<file path="src/rtl/dmem_arbiter.sv">
// dmem_arbiter: arbitrates a core and a debug/loader requester onto one data-memory port.
// Define DMEM_ARB_RR_EN for round-robin arbitration; the default build uses fixed core priority.
module dmem_arbiter (
  input  logic        clk,
  input  logic        rst,
  input  logic        c_req,
  input  logic        c_we,
  input  logic [8:0]  c_addr,
  input  logic [31:0] c_wdata,
  output logic [31:0] c_rdata,
  output logic        c_ack,
  output logic        c_stall,
  input  logic        d_req,
  input  logic        d_we,
  input  logic [8:0]  d_addr,
  input  logic [31:0] d_wdata,
  output logic [31:0] d_rdata,
  output logic        d_ack,
  output logic        m_en,
  output logic        m_we,
  output logic [8:0]  m_addr,
  output logic [31:0] m_wdata,
  input  logic [31:0] m_rdata,
  output logic        busy
);

  typedef enum logic [1:0] {
    ST_IDLE   = 2'd0,
    ST_ACCESS = 2'd1,
    ST_RESP   = 2'd2
  } state_t;

  state_t      state_r;
  logic        win_d_r;
  logic        any_req_s;
  logic        grant_d_s;
  logic        sel_we_s;
  logic [8:0]  sel_addr_s;
  logic [31:0] sel_wdata_s;

  assign any_req_s   = c_req | d_req;
  assign c_stall     = c_req & ~c_ack;
  assign sel_we_s    = grant_d_s ? d_we    : c_we;
  assign sel_addr_s  = grant_d_s ? d_addr  : c_addr;
  assign sel_wdata_s = grant_d_s ? d_wdata : c_wdata;

`ifdef DMEM_ARB_RR_EN
  logic last_d_r;

  // Winner select: on contention the requester not served last wins
  always_comb begin
    grant_d_s = 1'b0;
    if (c_req && d_req) begin
      grant_d_s = ~last_d_r;
    end else if (d_req) begin
      grant_d_s = 1'b1;
    end else begin
      grant_d_s = 1'b0;
    end
  end

  // Pointer tracks the most recent grant; reset value lets the core go first
  always_ff @(posedge clk or negedge rst) begin
    if (!rst) begin
      last_d_r <= 1'b1;
    end else if ((state_r == ST_IDLE) && any_req_s) begin
      last_d_r <= grant_d_s;
    end else begin
      last_d_r <= last_d_r;
    end
  end
`else
  // Winner select: core has absolute priority
  always_comb begin
    grant_d_s = 1'b0;
    if (c_req) begin
      grant_d_s = 1'b0;
    end else if (d_req) begin
      grant_d_s = 1'b1;
    end else begin
      grant_d_s = 1'b0;
    end
  end
`endif

  // Transaction FSM; m_addr/m_wdata double as the latched request, m_we only during ACCESS
  always_ff @(posedge clk or negedge rst) begin
    if (!rst) begin
      state_r <= ST_IDLE;
      win_d_r <= 1'b0;
      m_en    <= 1'b0;
      m_we    <= 1'b0;
      m_addr  <= 9'd0;
      m_wdata <= 32'd0;
      c_rdata <= 32'd0;
      d_rdata <= 32'd0;
      c_ack   <= 1'b0;
      d_ack   <= 1'b0;
      busy    <= 1'b0;
    end else begin
      case (state_r)
        ST_IDLE: begin
          c_ack <= 1'b0;
          d_ack <= 1'b0;
          if (any_req_s) begin
            state_r <= ST_ACCESS;
            win_d_r <= grant_d_s;
            m_en    <= 1'b1;
            m_we    <= sel_we_s;
            m_addr  <= sel_addr_s;
            m_wdata <= sel_wdata_s;
            busy    <= 1'b1;
          end else begin
            state_r <= ST_IDLE;
            m_en    <= 1'b0;
            m_we    <= 1'b0;
            busy    <= 1'b0;
          end
        end
        ST_ACCESS: begin
          state_r <= ST_RESP;
          m_en    <= 1'b0;
          m_we    <= 1'b0;
          busy    <= 1'b1;
          c_ack   <= ~win_d_r;
          d_ack   <= win_d_r;
          if (!m_we) begin
            if (win_d_r) begin
              d_rdata <= m_rdata;
            end else begin
              c_rdata <= m_rdata;
            end
          end
        end
        ST_RESP: begin
          state_r <= ST_IDLE;
          m_en    <= 1'b0;
          m_we    <= 1'b0;
          c_ack   <= 1'b0;
          d_ack   <= 1'b0;
          busy    <= 1'b0;
        end
        default: begin
          state_r <= ST_IDLE;
          m_en    <= 1'b0;
          m_we    <= 1'b0;
          c_ack   <= 1'b0;
          d_ack   <= 1'b0;
          busy    <= 1'b0;
        end
      endcase
    end
  end

endmodule

</file>
<file path="config.mk">
export PLATFORM = sky130hd
export DESIGN_NAME = dmem_arbiter
export DESIGN_NICKNAME = d
export VERILOG_FILES = /design/src/rtl/dmem_arbiter.sv
export SDC_FILE = /design/constraint.sdc
export NUM_CORES = 1
export LEC_CHECK = 0
export BUFFER_PORTS_ARGS = -buffer_cell sky130_fd_sc_hd__buf_2
export CAP_MARGIN = 20
export CORE_ASPECT_RATIO = 1.75
export CORE_UTILIZATION = 47
export DETAILED_ROUTE_END_ITERATION = 8
export PLACE_DENSITY = 0.78
export SLEW_MARGIN = 20
export SYNTH_ARGS = -nofsm -noshare
export SYNTH_HDL_FRONTEND = slang
export SYNTH_SLANG_ARGS = --single-unit
</file>
<file path="constraint.sdc">
create_clock -name clk -period 1.8 [get_ports clk]
set_input_delay 0.18 -clock clk [delete_from_list [all_inputs] [get_ports clk]]
set_output_delay 0.18 -clock clk [all_outputs]
set_load 0.1 [all_outputs]
</file>
* Yosys cells after proc, flatten, opt, wreduce, memory -nomap -nowiden
Cells that the tools add are included. Widths: inputs -> output; s select.
Storage, ports and cells: bits in registers 113, latch bits 0, RAM bits 0, memory bits (read-only) 0, bits of input ports 120, output and inout bits 111, logic and storage cells 35, memories 0
Operators by class: add/subtract/negate cells 0, multipliers 0, div/mod/pow operators 0, magnitude comparators 0, equality and inequality tests 1, shifts and indexed selects 0, mux-type cells 14, bitwise operators 5, reduce and logical (&&, ||, !) cells 4
Operators with widths (count):
- $mux 32 | 1
- $mux 1 | 10
- $mux 9 | 1
- $reduce_and 3->1 | 2
- $pmux 2 s2 | 1
- $not 1->1 | 3
- $eq 2x1->1 const B | 1
- $logic_not 2->1 | 1
- $pmux 1 s2 | 1
- $reduce_and 2->1 | 1
- $and 1x1->1 | 1
- $or 1x1->1 | 1

* Logic depth before layout (Yosys ltp)
Gate-level depths: netlist of the first run.
word-level depth 5, gate-level depth with buffers 5, mapped depth without buffers 3

* Worst setup path after synthesis of the first run
OpenSTA, ideal clock, no wires.
kind flip-flop to output port, start point register c_ack, end point output port c_stall, arrival time 2211 ps, path slack -591 ps, cell stages (with the launch flop) 2, buffers on the path 0, path through dfrtp_1 nor2b_1
On the way: cells in the longest elaborated chain, start to end 2
RTL lines:
- from (decl) | line 11 | output logic c_ack,
- from (signal assigned) | line 125 | c_ack <= ~win_d_r;
- $not 1->1 | line 42 | assign c_stall = c_req & ~c_ack;
- $and 1x1->1 | line 42
- to (decl) | line 12 | output logic c_stall,
No other way between the ends.

* Final worst setup path of the first run
start point register win_d_r, end point register d_rdata[5]
On the way: cells in the longest elaborated chain, start to end 1
RTL lines:
- from (decl) | line 34 | logic win_d_r;
- from (signal assigned) | line 107 | win_d_r <= grant_d_s;
- $reduce_and 3->1 (no line)
- to (signal assigned) | line 129 | d_rdata <= m_rdata;
- to (decl) | line 17 | output logic [31:0] d_rdata,
No other way between the ends. A chain may end at the register's enable or synchronous reset.

==> flow_metrics.py, run 1 <==
metrics = {
    "placement": {
        "gp_congestion": 0.809,
        "post-dp-hpwl_mm": 8.20,
        "port_buffers": 230,
    },
    "worst_setup_path": {
        "slowest_delay_ns": 0.43,
        "cp-startpoint": "win_d_r",
        "r2r_slack_ns": 0.25,
        "critPathMaxFanout": 32,
        "start_kind": "flop",
        "end_kind": "flop",
        "cp.required_ns": 2.08,
        "cp_slowest_cell": "dfrtp_1",
        "reg2reg_to": "d_rdata[5]",
        "cp-endpoint": "d_rdata[5]",
        "r2r_cells": 4,
        "path_cells": "and3b_1 > nor2b_2 > buf_12 > mux2_2",
        "rr_startpoint": "win_d_r",
        "cp.arrival_ns": 1.82,
        "path_class": "flop to flop",
    },
    "clock_tree": {
        "clock-sinks": 113,
        "cts-root-buf": "clkbuf_16",
        "cts-buffers-inserted": 17,
        "cts_tree": "built",
        "cts_setup_buffers": 0,
        "h-tree-depth": 4,
        "clk_path_buf_depth": 2,
        "clk_pin_slew_ns": 0.05,
        "clk_latency_ns": 0.40,
    },
    "grt": {
        "grt_max_degree": 58,
        "antenna_found_initial": 0,
        "first_global_vias": 3660,
        "grt_first_pass_wirelength_mm": 17.5,
        "grtUsageTotal": 0.210,
        "grt-ovfl-total": 0,
    },
    "sta": {
        "fmax_mhz": 647,
        "slew_headroom": 0.653,
        "slew_viol_final": 0,
        "fin_crit_sh": 0.859,
        "skew_ns": 0.00913,
        "hold_violations": 0,
        "setup_violations": 0,
        "hold_slack_ns": 0.0177,
        "min_period_ns": 1.55,
        "rsz0062_at_grt": "false",
        "finalSetupTns_ns": 0,
        "worst_slew_pin_slew_ns": 0.524,
    },
    "final_layout": {
        "mostFrequentLayoutCells": "buf_2 (229), dfrtp_1 (112), mux2_4 (78)",
        "n_antenna_cell": 0,
        "multi_input_area_mm2": 0.00205,
        "regArea_mm2": 0.00283,
        "nNetsFinal": 659,
        "area_growth_pct": 39.6,
        "fill_cells": 742,
        "drive_gt1_frac": 0.755,
        "mostFrequentLayoutCell": "buf_2",
    },
    "detailed_routing": {
        "drt_iter0_markers": 56,
        "first_pass_iters": 4,
        "wl_per_cell_um": 16.1,
        "viasPerCell": 4.96,
        "dr_total_vias": 3369,
        "drc": 0,
        "ant_nets": 0,
        "wl_mm": 11.0,
    },
    "synthesis": {
        "synth-seq-cells": 113,
        "syn_inst": 294,
        "synthTopCellsByArea": "dfrtp_1 (56%), mux2_4 (23%), mux2_2 (13%), mux2_1 (1.8%), buf_4 (1.2%)",
        "synth_warnings": 0,
        "syn_avg_cell_area_um2": 17.1,
        "syn_nets": 414,
        "synth.largest_area_cell": "dfrtp_1",
        "ys_seq_area_frac": 0.563,
        "yosys.cell_types.count": 20,
        "synth_top_area_frac": 0.563,
        "netlist_area_mm2": 0.00502,
    },
    "floorplan": {
        "start_util": 0.485,
        "core_area_mm2": 0.0104,
        "std_cell_rows": 49,
        "dieArea_mm2": 0.0111,
        "io_pins": 231,
        "dieWidth_um": 80.1,
        "die_y_um": 139,
    },
    "job": {
        "cap_violations": 0,
    },
    "hold_path": {
        "timing.hold.worst.start": "m_rdata[6]",
        "hold_class": "primary input to flop",
    },
    "run_status": {
        "status": "finished clean",
    },
}
## timing repair
item / 4_1_cts / 5_1_grt
gates resized for setup: 0 / 0
hold buffers: 1 / 0
hold endpoints to repair: 113 / 0
## flip-flops by register name, summed over array words and instances, names as in the netlist
register  cells
m_addr        9
d_rdata      32
d_ack         1
state_r       2
c_ack         1
m_en          1
c_rdata      32
m_wdata      32
win_d_r       1
m_we          1
busy          1
## stage by stage
stage | area [µm²] | instances | setup slack (ns) | utilization
CTS | 7010 | 679 | 0.240 | 0.676
global placement | 6370 | 646 | 0.288 | 0.615
floorplan | 5030 | 294 | 0.140 | -
detailed placement | 6370 | 646 | 0.243 | 0.615
global route | 7010 | 679 | 0.188 | 0.676
finish | 7010 | 679 | 0.253 | 0.676
## worst max-delay path: cells and delay by family, from the launching register on
family / cells / cell delay, ns
simple gates: 2 / 0.40
buf+inv: 1 / 0.23
mux: 1 / 0.36
flops: 1 / 0.43
## cell families (layout without fill, tap and decap cells)
family,count (synthesis),in the layout,share of synthesized area
mux,146,146,0.386
flops,113,113,0.563
compound gates,5,5,0.00598
buf+inv,19,277,0.0316
simple gates,11,11,0.0135
## synth_stat cells
library cell,count
a21oi_1,2
and2_1,1
and3b_1,1
buf_2,4
buf_4,8
buf_6,1
buf_8,4
dfrtp_1,113
inv_1,2
mux2_1,8
mux2_2,60
mux2_4,78
nand2_1,1
nand2b_1,2
nor2_1,2
nor2b_1,2
nor3_2,1
o21a_1,2
o21ai_0,1
or2_2,1
## area by class of cell
cell class / instances / area share
clock inverters: 10 / 0.0223
well taps: 127 / 0.0227
multi-input cells: 162 / 0.293
clock buffers: 22 / 0.0677
repair buffers: 243 / 0.190
flip-flops and latches: 113 / 0.404
inverters: 2 / 0.00107
## per-layer routing
| metal | global-route usage | share of wire | vias up |
|---|---|---|---|
| met5 | 0 | 0 | - |
| met4 | 0.108 | 0.030 | 0 |
| met3 | 0.0651 | 0.065 | 25 |
| met2 | 0.370 | 0.54 | 156 |
| met1 | 0.217 | 0.36 | 1655 |
| li1 | - | - | 1533 |
## worst min-delay path by stage
| stage | end | depth (start not counted) | slack (ns) |
|---|---|---|---|
| 3_3_place_gp | c_rdata[16] | 1 | 0.06 |
| 5_1_grt | d_rdata[7] | 2 | 0.008 |
| 4_1_cts | d_rdata[6] | 2 | 0.002 |
| 6_report | d_rdata[6] | 2 | 0.02 |
| 3_5_place_dp | d_rdata[12] | 1 | 0.07 |
| 2_1_floorplan | busy | 0 | -0.12 |
Power of run 1 is not shown: default switching activity piles up to over one toggle a cycle in this logic, so the estimate is an artifact.
==> run 2, diff against run 1 <==
Settings changed: CTS_BUF_LIST set to sky130_fd_sc_hd__clkbuf_4 sky130_fd_sc_hd__clkbuf_8 sky130_fd_sc_hd__clkbuf_16, REMOVE_ABC_BUFFERS set to 1.
==> run 2 against run 1 <==
Effect of this change:
- design area decreased by 0.36%
- critical path type unchanged
- utilization down 0.24 points
- highest routed layer unchanged
- global-route usage grew 0.22 points
- hold slack barely moved
- via count is 0.47% lower
- wire length grew 0.18%
- count of clock-buffer cells in the layout is 3 lower
- register-to-register slack lost 0.05 ns
- sequential cell count unchanged
- cell count fell by 0.15%
- worst setup slack worse by 0.047 ns
==> flow_metrics.py, run 2 (synthesized netlist as in run 1, its figures left out) <==
metrics = {
    "final_layout": {
        "nNetsFinal": 658,
        "n_antenna_cell": 0,
        "mostFrequentLayoutCell": "buf_2",
        "drive_gt1_frac": 0.753,
        "finish.instance_area_mm2": 0.00698,
        "mostFrequentLayoutCells": "buf_2 (229), dfrtp_1 (113), mux2_4 (78)",
        "area_growth_pct": 39.1,
        "largestRegisters": "c_rdata: 32 flops, d_rdata: 32 flops, m_wdata: 32 flops",
    },
    "grt": {
        "grt_max_degree": 58,
        "grt-ovfl-total": 0,
        "antenna_found_initial": 0,
        "grt_first_pass_wirelength_mm": 17.8,
        "first_global_vias": 3745,
        "grtUsageTotal": 0.212,
    },
    "detailed_routing": {
        "ant_nets": 0,
        "drc": 0,
        "drt_iter0_markers": 90,
        "wl_per_cell_um": 16.2,
        "viasPerCell": 4.95,
        "first_pass_iters": 4,
        "wl_mm": 11.0,
        "dr_total_vias": 3353,
    },
    "clock_tree": {
        "cts_tree": "built",
        "cts-root-buf": "clkbuf_16",
        "clk_latency_ns": 0.40,
        "clk_path_buf_depth": 2,
        "clk_pin_slew_ns": 0.05,
        "clock-sinks": 113,
        "cts-buffers-inserted": 17,
        "h-tree-depth": 4,
    },
    "sta": {
        "finalSetupTns_ns": 0,
        "fmax_mhz": 627,
        "rsz0062_at_grt": "false",
        "hold_slack_ns": 0.0179,
        "worst_slew_pin_slew_ns": 0.523,
        "hold_violations": 0,
        "setup_ws_ns": 0.206,
        "min_period_ns": 1.59,
        "skew_ns": 0.00585,
        "slew_viol_final": 0,
        "setup_violations": 0,
        "slew_headroom": 0.654,
        "fin_crit_sh": 0.886,
    },
    "worst_setup_path": {
        "start_kind": "flop",
        "critPathMaxFanout": 32,
        "end_kind": "flop",
        "cp.required_ns": 2.08,
        "r2r_slack_ns": 0.21,
        "cp.arrival_ns": 1.87,
        "path_class": "flop to flop",
        "r2r_cells": 4,
        "reg2reg_to": "d_rdata[19]",
        "rr_startpoint": "win_d_r",
    },
    "floorplan": {
        "die_y_um": 139,
        "dieWidth_um": 80.1,
        "io_pins": 231,
        "std_cell_rows": 49,
        "dieArea_mm2": 0.0111,
        "start_util": 0.485,
        "core_area_mm2": 0.0104,
    },
    "placement": {
        "dp_slack_ns": 0.251,
        "port_buffers": 230,
        "gp_congestion": 0.740,
        "placed_area_mm2": 0.00633,
        "post-dp-hpwl_mm": 8.17,
    },
    "run_status": {
        "status": "finished clean",
    },
    "hold_path": {
        "whs_path_depth": 2,
        "min_to": "d_rdata[6]",
        "hold_class": "primary input to flop",
        "timing.hold.worst.start": "m_rdata[6]",
    },
    "job": {
        "cap_violations": 0,
    },
}
## run 2: final cells by class
type	count	area, µm²
Clock buffer	19	447
Clock inverter	13	185
Fill cell	770	3380
Inverter	2	7.51
Multi-Input combinational cell	162	2050
Sequential cell	113	2830
Tap cell	127	159
Timing Repair Buffer	242	1310
## run 2: critical path, stage by stage, from the launching register on
cell     delay, ns
dfrtp_1       0.45
and3b_1       0.21
nor2b_2       0.20
buf_12        0.23
mux2_2        0.37
## run 2: stage by stage
stage / instances / utilization
floorplan: 277 / -
global placement: 644 / 0.611
detailed placement: 644 / 0.611
CTS: 678 / 0.674
global route: 678 / 0.674
finish: 678 / 0.674
## run 2: worst max-delay path by stage
| stage | start | to | slack [ns] | cells after the start |
|---|---|---|---|---|
| 6_report | win_d_r | d_rdata[19] | 0.21 | 4 |
| 5_1_grt | win_d_r | d_rdata[19] | 0.16 | 4 |
| 4_1_cts | win_d_r | d_rdata[19] | 0.22 | 4 |
| 3_5_place_dp | win_d_r | d_rdata[24] | 0.25 | 4 |
| 3_3_place_gp | state_r[0] | m_addr[8] | 0.33 | 4 |
| 2_1_floorplan | m_we | d_rdata[0] | -1.10 | 2 |
## run 2: layer usage
metal | GRT usage | share of wire
met5 | 0 | 0
met3 | 0.0572 | 0.058
met1 | 0.212 | 0.35
met4 | 0.115 | 0.035
met2 | 0.384 | 0.56
## run 2: timing repair
item | 4_1_cts | 5_1_grt
setup buffers | 0 | 0
hold buffers | 2 | 0
resized for setup | 0 | 0
endpoints found under the hold margin | 36 | 0
Power of run 2 is left out for the same reason.
==> run 3, diff against run 2 <==
==> constraint.sdc (replaced) <==
create_clock -name clk -period 1.8 [get_ports clk]
set_input_delay 0.27 -clock clk [delete_from_list [all_inputs] [get_ports clk]]
set_output_delay 0.27 -clock clk [all_outputs]
set_load 0.1 [all_outputs]
==> run 3 against run 2 <==
Effect of this change:
- worst setup slack gained 0.0063 ns
- count of clock-buffer cells in the layout fell by 1
- utilization fell by 0.11 points
- highest routed layer unchanged
==> flow_metrics.py, run 3 (synthesized netlist as in run 1, its figures left out) <==
metrics = {
    "run_status": {
        "status": "finished clean",
    },
    "sta": {
        "setup_violations": 0,
        "fmax_mhz": 630,
        "skew_ns": 0.00671,
        "slew_headroom": 0.657,
        "slew_viol_final": 0,
        "rsz0062_at_grt": "false",
        "hold_violations": 0,
        "fin_crit_sh": 0.882,
        "worst_slew_pin_slew_ns": 0.518,
        "min_period_ns": 1.59,
    },
    "final_layout": {
        "instances_no_fill": 676,
        "nNetsFinal": 656,
        "area_growth_pct": 38.9,
        "mostFrequentLayoutCell": "buf_2",
        "n_antenna_cell": 0,
        "drive_gt1_frac": 0.754,
        "mostFrequentLayoutCells": "buf_2 (229), dfrtp_1 (113), mux2_4 (78)",
        "fill_cells": 782,
        "largestRegisters": "c_rdata: 32 flops, d_rdata: 32 flops, m_wdata: 32 flops",
        "finish.instance_area_mm2": 0.00697,
    },
    "worst_setup_path": {
        "cp.required_ns": 1.53,
        "crit_cells": 2,
        "end_kind": "output pin",
        "critical_path_buf_inv_count": 1,
        "cp_top_family": "buffers and inverters",
        "path_class": "flop to output pin",
        "slowest_delay_ns": 0.43,
        "r2r_cells": 4,
        "path_cells": "nor2b_1 > buf_2",
        "cp.arrival_ns": 1.32,
        "start_kind": "flop",
        "cp_slowest_cell": "buf_2",
        "critPathMaxFanout": 2,
    },
    "job": {
        "cap_violations": 0,
    },
    "detailed_routing": {
        "first_pass_iters": 3,
        "viasPerCell": 4.97,
        "wl_per_cell_um": 16.3,
        "drc": 0,
        "ant_nets": 0,
        "wl_mm": 11.0,
        "dr_total_vias": 3360,
        "drt_iter0_markers": 73,
    },
    "grt": {
        "antenna_found_initial": 0,
        "grt_max_degree": 46,
        "first_global_vias": 3793,
        "grt-ovfl-total": 0,
        "grt_first_pass_wirelength_mm": 17.7,
        "grtUsageTotal": 0.212,
    },
    "clock_tree": {
        "clock-sinks": 113,
        "cts_setup_buffers": 0,
        "clk_latency_ns": 0.40,
        "cts-resized-gates": 0,
        "clk_pin_slew_ns": 0.06,
        "ctsHoldBuffers": 1,
        "cts_tree": "built",
        "cts-buffers-inserted": 17,
        "cts-root-buf": "clkbuf_16",
        "h-tree-depth": 4,
        "clk_path_buf_depth": 2,
    },
    "hold_path": {
        "whs_path_depth": 2,
        "hold_class": "primary input to flop",
    },
    "placement": {
        "post-dp-hpwl_mm": 8.13,
        "gp_congestion": 0.743,
        "placed_cells": 643,
        "placed_area_mm2": 0.00632,
        "port_buffers": 230,
    },
    "floorplan": {
        "dieArea_mm2": 0.0111,
        "io_pins": 231,
        "die_y_um": 139,
        "std_cell_rows": 49,
        "dieWidth_um": 80.1,
        "core_area_mm2": 0.0104,
        "start_util": 0.485,
    },
}
[run 3: cell types whose count changed in the layout (fill, tap and decap cells not counted), sizes merged]
| cell | change |
|---|---|
| clkinvlp | -3 |
| clkbuf | -1 |
| dlygate4sd3 | -1 |
| buf | -1 |
| clkinv | +1 |
| inv | +3 |
[run 3: routing by layer]
layer,track usage,vias to the layer above,part of all wire
met5,0,-,0
met4,0.0987,0,0.024
met3,0.0553,20,0.053
met2,0.399,149,0.58
met1,0.205,1670,0.34
li1,-,1521,-
[run 3: per-stage QoR]
stage,hold WS (ns),TNS (ns),utilization,setup slack (ns)
after floorplan,-0.0256,-100.33,-,-1.10
after global placement,0.254,0,0.610,0.214
after detailed placement,0.267,0,0.610,0.180
after CTS,0.0805,0,0.673,0.181
after global routing,0.0895,0,0.673,0.166
final,0.0987,0,0.673,0.212
[run 3: path summary, 6_finish.rpt]
kind                                   from     endpoint  slack (ns)
worst max register to register      win_d_r  d_rdata[11]        0.24
worst min-delay path            m_rdata[10]  d_rdata[10]         0.1
worst min register to register   d_rdata[7]   d_rdata[7]        0.48
worst max-delay path                  c_ack      c_stall        0.21
min in group asynchronous               rst   d_rdata[7]        0.37
max in group asynchronous               rst    m_addr[4]        0.73
[run 3: layout make-up]
class                      count  area (µm²)  share of cell area
sequential                   113        2830               0.406
multi-input combinational    162        2050               0.294
timing repair buffer         240        1290               0.186
clock buffer                  18         433              0.0621
clock inverter                14         205              0.0294
tap                          127         159              0.0228
inverter                       2        7.51             0.00108
[run 3: worst register-to-register path: stages (launching register included)]
cell     delay (ns)
dfrtp_1        0.44
and3b_1        0.20
nor2b_2        0.19
buf_12         0.23
mux2_2         0.38
Power of run 3 is left out for the same reason.
